$ cat config.mk
export PLATFORM = sky130hd
export DESIGN_NAME = instr_queue_flat
export DESIGN_NICKNAME = d
export VERILOG_FILES = /design/src/rtl/instr_queue_pkg.sv /design/src/rtl/instr_queue_if.sv /design/src/rtl/instr_queue_storage.sv /design/src/rtl/instr_queue.sv /design/src/flat_wrapper.sv
export SDC_FILE = /design/constraint.sdc
export NUM_CORES = 1
export LEC_CHECK = 0
export CORE_ASPECT_RATIO = 0.7
export CORE_MARGIN = 10
export CORE_UTILIZATION = 49
export CTS_CLUSTER_DIAMETER = 80
export DETAILED_ROUTE_END_ITERATION = 12
export PLACE_DENSITY = 0.75
export REMOVE_ABC_BUFFERS = 1
export SYNTH_ARGS = -nofsm -noshare
export SYNTH_HDL_FRONTEND = slang
export SYNTH_HIERARCHICAL = 1
export SYNTH_SLANG_ARGS = --single-unit
export TNS_END_PERCENT = 100
$ cat constraint.sdc
create_clock -name clk -period 10.14 [get_ports clk]
set_clock_uncertainty 0.05 [all_clocks]
set_input_delay 2.028 -clock clk [delete_from_list [all_inputs] [get_ports clk]]
set_output_delay 2.028 -clock clk [all_outputs]
set_load 0.02 [all_outputs]
$ cat src/rtl/instr_queue_pkg.sv
// ----------------------------------------------------------------------------
// instr_queue_pkg
//   Shared definitions for the instruction queue between fetch and decode.
//   COMPRESSED_OPCODE_MASK : low opcode bits that mark a full 32-bit instruction
//   is_compressed()        : 1 when the first halfword starts a 16-bit instruction
// ----------------------------------------------------------------------------
package instr_queue_pkg;

    localparam logic [1:0] COMPRESSED_OPCODE_MASK = 2'b11;

    // Any value other than 2'b11 in the two lowest bits is a compressed opcode.
    function automatic logic is_compressed(input logic [1:0] lowBits);
        return (lowBits & COMPRESSED_OPCODE_MASK) != COMPRESSED_OPCODE_MASK;
    endfunction

endpackage

$ cat src/rtl/instr_queue_if.sv
// ----------------------------------------------------------------------------
// instr_queue_if
//   Handshake bundle of the instruction queue.
//   Fetch side : InValid, InReady, InInstr, InPC, InFault
//   Decode side: OutValid, OutReady, OutInstr, OutPC, OutCompressed, OutFault
//   Status     : Count (occupied entries)
//   modport slave  : the queue itself
//   modport master : the environment (fetch buffer + decode stage)
// ----------------------------------------------------------------------------
interface instr_queue_if #(
    parameter int DEPTH   = 4,
    parameter int XLEN    = 64,
    parameter int WORDLEN = 32
);
    localparam int CW = $clog2(DEPTH) + 1;

    logic               InValid;
    logic               InReady;
    logic [WORDLEN-1:0] InInstr;
    logic [XLEN-1:0]    InPC;
    logic               InFault;
    logic               OutValid;
    logic               OutReady;
    logic [WORDLEN-1:0] OutInstr;
    logic [XLEN-1:0]    OutPC;
    logic               OutCompressed;
    logic               OutFault;
    logic [CW-1:0]      Count;

    modport slave (
        input  InValid, InInstr, InPC, InFault, OutReady,
        output InReady, OutValid, OutInstr, OutPC, OutCompressed, OutFault, Count
    );

    modport master (
        output InValid, InInstr, InPC, InFault, OutReady,
        input  InReady, OutValid, OutInstr, OutPC, OutCompressed, OutFault, Count
    );

endinterface

$ cat src/rtl/instr_queue_storage.sv
// ----------------------------------------------------------------------------
// iq_storage
//   DEPTH x WIDTH flop array, one write port and one asynchronous read port.
//   No reset: whether an entry is meaningful is decided by the queue's Count.
//   clk_i   : clock
//   we_i    : write enable
//   waddr_i : write index
//   wdata_i : write data
//   raddr_i : read index
//   rdata_o : read data (combinational)
// ----------------------------------------------------------------------------
module iq_storage #(
    parameter int DEPTH = 4,
    parameter int WIDTH = 98
) (
    input  logic                     clk_i,
    input  logic                     we_i,
    input  logic [$clog2(DEPTH)-1:0] waddr_i,
    input  logic [WIDTH-1:0]         wdata_i,
    input  logic [$clog2(DEPTH)-1:0] raddr_i,
    output logic [WIDTH-1:0]         rdata_o
);

    logic [WIDTH-1:0] mem_q [DEPTH];

    always_ff @(posedge clk_i) begin
        if (we_i) begin
            mem_q[waddr_i] <= wdata_i;
        end
    end

    assign rdata_o = mem_q[raddr_i];

endmodule

$ cat src/rtl/instr_queue.sv
// ----------------------------------------------------------------------------
// instr_queue
//   Decoupling FIFO between the fetch buffer and decode. Each accepted window
//   is classified as compressed or full at push time and delivered in order.
//   clk    : clock
//   reset  : synchronous active-high reset
//   FlushD : synchronous flush, same effect as reset, lower priority
//   q      : instr_queue_if.slave (fetch handshake, decode handshake, Count)
//   Optional feature macro: INSTR_QUEUE_BYPASS_EN
//     defined   -> empty queue with InValid and OutReady passes the window
//                  straight through in the same cycle without storing it
//     undefined -> outputs depend on state only, minimum latency one cycle
// ----------------------------------------------------------------------------
module instr_queue
    import instr_queue_pkg::*;
#(
    parameter int DEPTH   = 4,
    parameter int XLEN    = 64,
    parameter int WORDLEN = 32
) (
    input  logic          clk,
    input  logic          reset,
    input  logic          FlushD,
    instr_queue_if.slave  q
);

    localparam int PW = $clog2(DEPTH);
    localparam int CW = PW + 1;
    localparam int EW = WORDLEN + XLEN + 2;

    logic [PW-1:0]      headPtr_q, headPtr_d;
    logic [PW-1:0]      tailPtr_q, tailPtr_d;
    logic [CW-1:0]      count_q, count_d;
    logic               empty, full, push, pop, write, bypass;
    logic               inCompressed;
    logic [WORDLEN-1:0] inInstrMasked;
    logic [EW-1:0]      wrEntry, rdEntry;

    assign empty     = (count_q == '0);
    assign full      = (count_q == CW'(DEPTH));
    assign q.InReady = ~full;
    assign push      = q.InValid & ~full;
    assign pop       = ~empty & q.OutReady;

`ifdef INSTR_QUEUE_BYPASS_EN
    // Gated by reset/flush so a discarded window never appears at the output.
    assign bypass = empty & q.InValid & q.OutReady & ~FlushD & ~reset;
`else
    assign bypass = 1'b0;
`endif

    assign write = push & ~bypass;

    // A faulting fetch is never reported as compressed, so its word is kept whole.
    assign inCompressed  = ~q.InFault & is_compressed(q.InInstr[1:0]);
    assign inInstrMasked = inCompressed ? {{(WORDLEN-16){1'b0}}, q.InInstr[15:0]}
                                        : q.InInstr;
    assign wrEntry       = {q.InFault, inCompressed, q.InPC, inInstrMasked};

    iq_storage #(
        .DEPTH (DEPTH),
        .WIDTH (EW)
    ) u_storage (
        .clk_i   (clk),
        .we_i    (write),
        .waddr_i (tailPtr_q),
        .wdata_i (wrEntry),
        .raddr_i (headPtr_q),
        .rdata_o (rdEntry)
    );

    always_comb begin
        headPtr_d = headPtr_q;
        tailPtr_d = tailPtr_q;
        count_d   = count_q;
        if (write) begin
            tailPtr_d = tailPtr_q + PW'(1);
        end
        if (pop) begin
            headPtr_d = headPtr_q + PW'(1);
        end
        case ({write, pop})
            2'b10:   count_d = count_q + CW'(1);
            2'b01:   count_d = count_q - CW'(1);
            default: count_d = count_q;
        endcase
    end

    // reset and FlushD both discard any push or pop of the same cycle.
    always_ff @(posedge clk) begin
        if (reset || FlushD) begin
            headPtr_q <= '0;
            tailPtr_q <= '0;
            count_q   <= '0;
        end else begin
            headPtr_q <= headPtr_d;
            tailPtr_q <= tailPtr_d;
            count_q   <= count_d;
        end
    end

    always_comb begin
        q.OutValid      = 1'b0;
        q.OutInstr      = '0;
        q.OutPC         = '0;
        q.OutCompressed = 1'b0;
        q.OutFault      = 1'b0;
        if (bypass) begin
            q.OutValid      = 1'b1;
            q.OutInstr      = inInstrMasked;
            q.OutPC         = q.InPC;
            q.OutCompressed = inCompressed;
            q.OutFault      = q.InFault;
        end else if (!empty) begin
            q.OutValid      = 1'b1;
            q.OutInstr      = rdEntry[WORDLEN-1:0];
            q.OutPC         = rdEntry[WORDLEN+XLEN-1:WORDLEN];
            q.OutCompressed = rdEntry[EW-2];
            q.OutFault      = rdEntry[EW-1];
        end
    end

    assign q.Count = count_q;

endmodule

$ cat src/flat_wrapper.sv
// flat-port wrapper written by rule: the top's interface ports become plain ports
module instr_queue_flat import instr_queue_pkg::*;
#(
    parameter int DEPTH   = 4,
    parameter int XLEN    = 64,
    parameter int WORDLEN = 32
)
  (clk, reset, FlushD, q_InValid, q_InInstr, q_InPC, q_InFault, q_OutReady, q_InReady, q_OutValid, q_OutInstr, q_OutPC, q_OutCompressed, q_OutFault, q_Count);
  instr_queue_if #(.DEPTH(DEPTH), .XLEN(XLEN), .WORDLEN(WORDLEN)) q_i ();
  input  logic clk;
  input  logic reset;
  input  logic FlushD;
  input wire logic [$bits(q_i.InValid)-1:0] q_InValid;
  input wire logic [$bits(q_i.InInstr)-1:0] q_InInstr;
  input wire logic [$bits(q_i.InPC)-1:0] q_InPC;
  input wire logic [$bits(q_i.InFault)-1:0] q_InFault;
  input wire logic [$bits(q_i.OutReady)-1:0] q_OutReady;
  output wire logic [$bits(q_i.InReady)-1:0] q_InReady;
  output wire logic [$bits(q_i.OutValid)-1:0] q_OutValid;
  output wire logic [$bits(q_i.OutInstr)-1:0] q_OutInstr;
  output wire logic [$bits(q_i.OutPC)-1:0] q_OutPC;
  output wire logic [$bits(q_i.OutCompressed)-1:0] q_OutCompressed;
  output wire logic [$bits(q_i.OutFault)-1:0] q_OutFault;
  output wire logic [$bits(q_i.Count)-1:0] q_Count;
  assign q_i.InValid = q_InValid;
  assign q_i.InInstr = q_InInstr;
  assign q_i.InPC = q_InPC;
  assign q_i.InFault = q_InFault;
  assign q_i.OutReady = q_OutReady;
  assign q_InReady = q_i.InReady;
  assign q_OutValid = q_i.OutValid;
  assign q_OutInstr = q_i.OutInstr;
  assign q_OutPC = q_i.OutPC;
  assign q_OutCompressed = q_i.OutCompressed;
  assign q_OutFault = q_i.OutFault;
  assign q_Count = q_i.Count;
  instr_queue #(.DEPTH(DEPTH), .XLEN(XLEN), .WORDLEN(WORDLEN)) u_core (.clk(clk), .reset(reset), .FlushD(FlushD), .q(q_i));
endmodule
==> impl_metrics.json <==
{
  "outcome": "finished clean",
  "power_density_nw_per_um2": 184.9,
  "htreeDepth": 2,
  "initial_core_util_pct": 49.38,
  "netlist_area_sq_um": 15310,
  "dr.pass1.iters": 5,
  "gp_congestion": 0.7179,
  "setup_viol": 0,
  "power_uw": 3518,
  "use_met2_pct": 24.41,
  "path_clk_slew_ns": 0.06,
  "crit_required_ns": 8.06,
  "synth-edff-count": 392,
  "syn_to_final_growth_pct": 24.21,
  "drive_gt1_share_pct": 18.97,
  "critPathLaunchType": "register",
  "cts_buffer_depth": 3,
  "place_area_sq_um": 17780,
  "port_buffers": 204,
  "cts_tree": "done",
  "core_sq_um": 31010,
  "tightest_slew_ns": 1.064,
  "rsz0062_at_grt": "no",
  "fmax_mhz": 183.9,
  "vias_per_cell": 5.388,
  "io_pins": 205,
  "critPathCaptureType": "output pin",
  "die_w_microns": 231.3,
  "tns_ns": 0,
  "nets": 1009,
  "cts.sinks": 399,
  "synth-seq-cells": 399,
  "synth_ff_type": "edfxtp_1",
  "leakagePower_uw": 0.006003,
  "ys_types": 26,
  "antenna_left": 0,
  "antenna_found_initial": 3,
  "fin_crit_ns": 5.437,
  "slew_violations": 0,
  "cts_buffers": 38,
  "worstSetupPathType": "reg -> out",
  "clock_latency_ns": 0.52,
  "ctsResizeCount": 0,
  "timing.final.crit_share_pct": 53.62,
  "yosysSeqAreaShare_pct": 77.78,
  "max_slew_margin_pct": 29.05,
  "avgRoutedWirePerCell_microns": 22.91,
  "cts_root_buf": "clkbuf_16",
  "hold_violations": 0,
  "crit_arrival_ns": 3.36,
  "ir_drop_uv": 126.1,
  "grt.busiest_layer": "met2",
  "synthCells": 686,
  "die_h_microns": 167.9,
  "drt-initial-drc-count": 561,
  "drc_errors": 0,
  "hp-class": "reg -> reg",
  "grt_pass1_wl_microns": 47570,
  "path_max_fanout": 55,
  "place_hpwl_microns": 18770,
  "met1_usage_pct": 22.32,
  "grt_max_degree": 100,
  "post_cts_buffers": 0,
  "synth_warnings": 6,
  "use_met3_pct": 4.265,
  "fp.dieArea_sq_um": 38840,
  "max-cap-violations": 0,
  "via_count": 7312,
  "rows": 54,
  "grt_pass1_vias": 7842,
  "drt-total-wl_microns": 31090,
  "synth_area_per_cell_sq_um": 22.32,
  "ys_async_sr_fraction_pct": 0,
  "overflow": 0,
  "grt_usage_pct": 15.93,
  "ctsHoldBuffers": 0,
  "stdcell_area_sq_um": 19020
}
[through the flow]
stage | worst slack, ns | cells | util, % | hold WS [ns]
finish | 4.703 | 1357 | 61.34 | 0.5005
global route | 4.510 | 1355 | 61.32 | 0.5513
CTS | 4.627 | 1353 | 61.30 | 0.5021
detailed placement | 5.214 | 1285 | 57.32 | 0.4887
global placement | 5.252 | 1285 | 57.32 | 0.4766
floorplan | 0.1905 | 651 | - | 0.4341
[worst max-delay path, cell delays in order, from the launching register on]
cell	delay, ns
dfxtp_4	0.90
buf_4	0.72
mux4_2	0.42
and2_1	0.18
clkdlybuf4s50_1	0.55
[power breakdown]
group | total, uW | leakage (uW) | switching, uW | internal (uW)
combinational | 260 | 0.00174 | 129 | 131
sequential | 1870 | 0.00367 | 11.1 | 1860
clock | 1390 | 0.000594 | 563 | 828
[worst paths after layout]
kind,start,end,slack [ns],cells past startpoint
worst min-delay path,u_core/tailPtr_q[1],u_core/tailPtr_q[1],0.50,2
worst max-delay path,u_core/headPtr_q[1],q_OutInstr[8],4.70,4
worst min register to register,u_core/tailPtr_q[1],u_core/tailPtr_q[1],0.50,2
worst max register to register,u_core/q.Count[0],u_core/u_storage/mem_q[2][78],7.23,6
[kinds of logic (layout without fill, tap and decap cells)]
logic type / count (synthesis) / count (layout) / synth area share [%]
compound gates: 10 / 10 / 0.3676
simple gates: 131 / 131 / 5.449
fa+ha+maj: 2 / 2 / 0.2124
flops: 399 / 399 / 77.78
buf+inv: 42 / 289 / 1.552
xor+xnor: 4 / 4 / 0.2287
other cells: 0 / 4 / 0
mux: 98 / 98 / 14.41
[cell usage after synthesis, types with 4 or more instances]
cell      count  area share [%]
nor2b_1      16            0.65
mux4_2       98              14
and2_1       88             3.6
xor2_1        4            0.23
nor2_1        5            0.12
edfxtp_1    392              77
buf_2        10            0.33
a21oi_1       5            0.16
or3_1         4            0.16
buf_6         4            0.29
inv_1         7            0.17
dfxtp_1       7            0.92
and2_4       10            0.57
clkbuf_1     17            0.42
[registers in the layout, summed over array words and instances (netlist names)]
name                    count
u_core/headPtr_q            2
u_core/q.Count              3
u_core/tailPtr_q            2
u_core/u_storage/mem_q    392
[layout by cell type, fill, tap and decap left out, types with 2 or more instances in the layout]
| master | Yosys | routed |
|---|---|---|
| a21oi_1 | 5 | 4 |
| and2_1 | 88 | 88 |
| and2_4 | 10 | 10 |
| and3b_4 | 0 | 2 |
| buf_4 | 1 | 10 |
| bufinv_16 | 0 | 3 |
| clkbuf_1 | 17 | 11 |
| clkbuf_16 | 0 | 41 |
| clkbuf_8 | 0 | 2 |
| clkdlybuf4s50_1 | 0 | 204 |
| clkinv_1 | 0 | 7 |
| clkinv_2 | 0 | 2 |
| clkinvlp_4 | 0 | 2 |
| dfxtp_1 | 7 | 5 |
| dfxtp_4 | 0 | 2 |
| diode_2 | 0 | 4 |
| edfxtp_1 | 392 | 392 |
| inv_1 | 7 | 7 |
| mux4_2 | 98 | 98 |
| nand2_1 | 2 | 2 |
| nor2_1 | 5 | 5 |
| nor2b_1 | 16 | 16 |
| o21ai_0 | 3 | 3 |
| or3_1 | 4 | 3 |
| xor2_1 | 4 | 4 |
[final cells by class]
type | instances | area, sq um
diodes | 4 | 10.01
inverters | 7 | 26.28
multi-input cells | 245 | 3188
clock inverters | 14 | 141.4
clock buffers | 54 | 1095
repair buffers | 214 | 2117
fillers | 2175 | 11990
flip-flops and latches | 399 | 11920
well taps | 420 | 525.5
[layer usage]
metal	wire (microns)	part of all wire (%)
met4	490	1.6
met5	0	0
met2	14720	47
met1	13380	43
met3	2497	8.0
No activity file was read; power rests on OpenSTA's default activity.
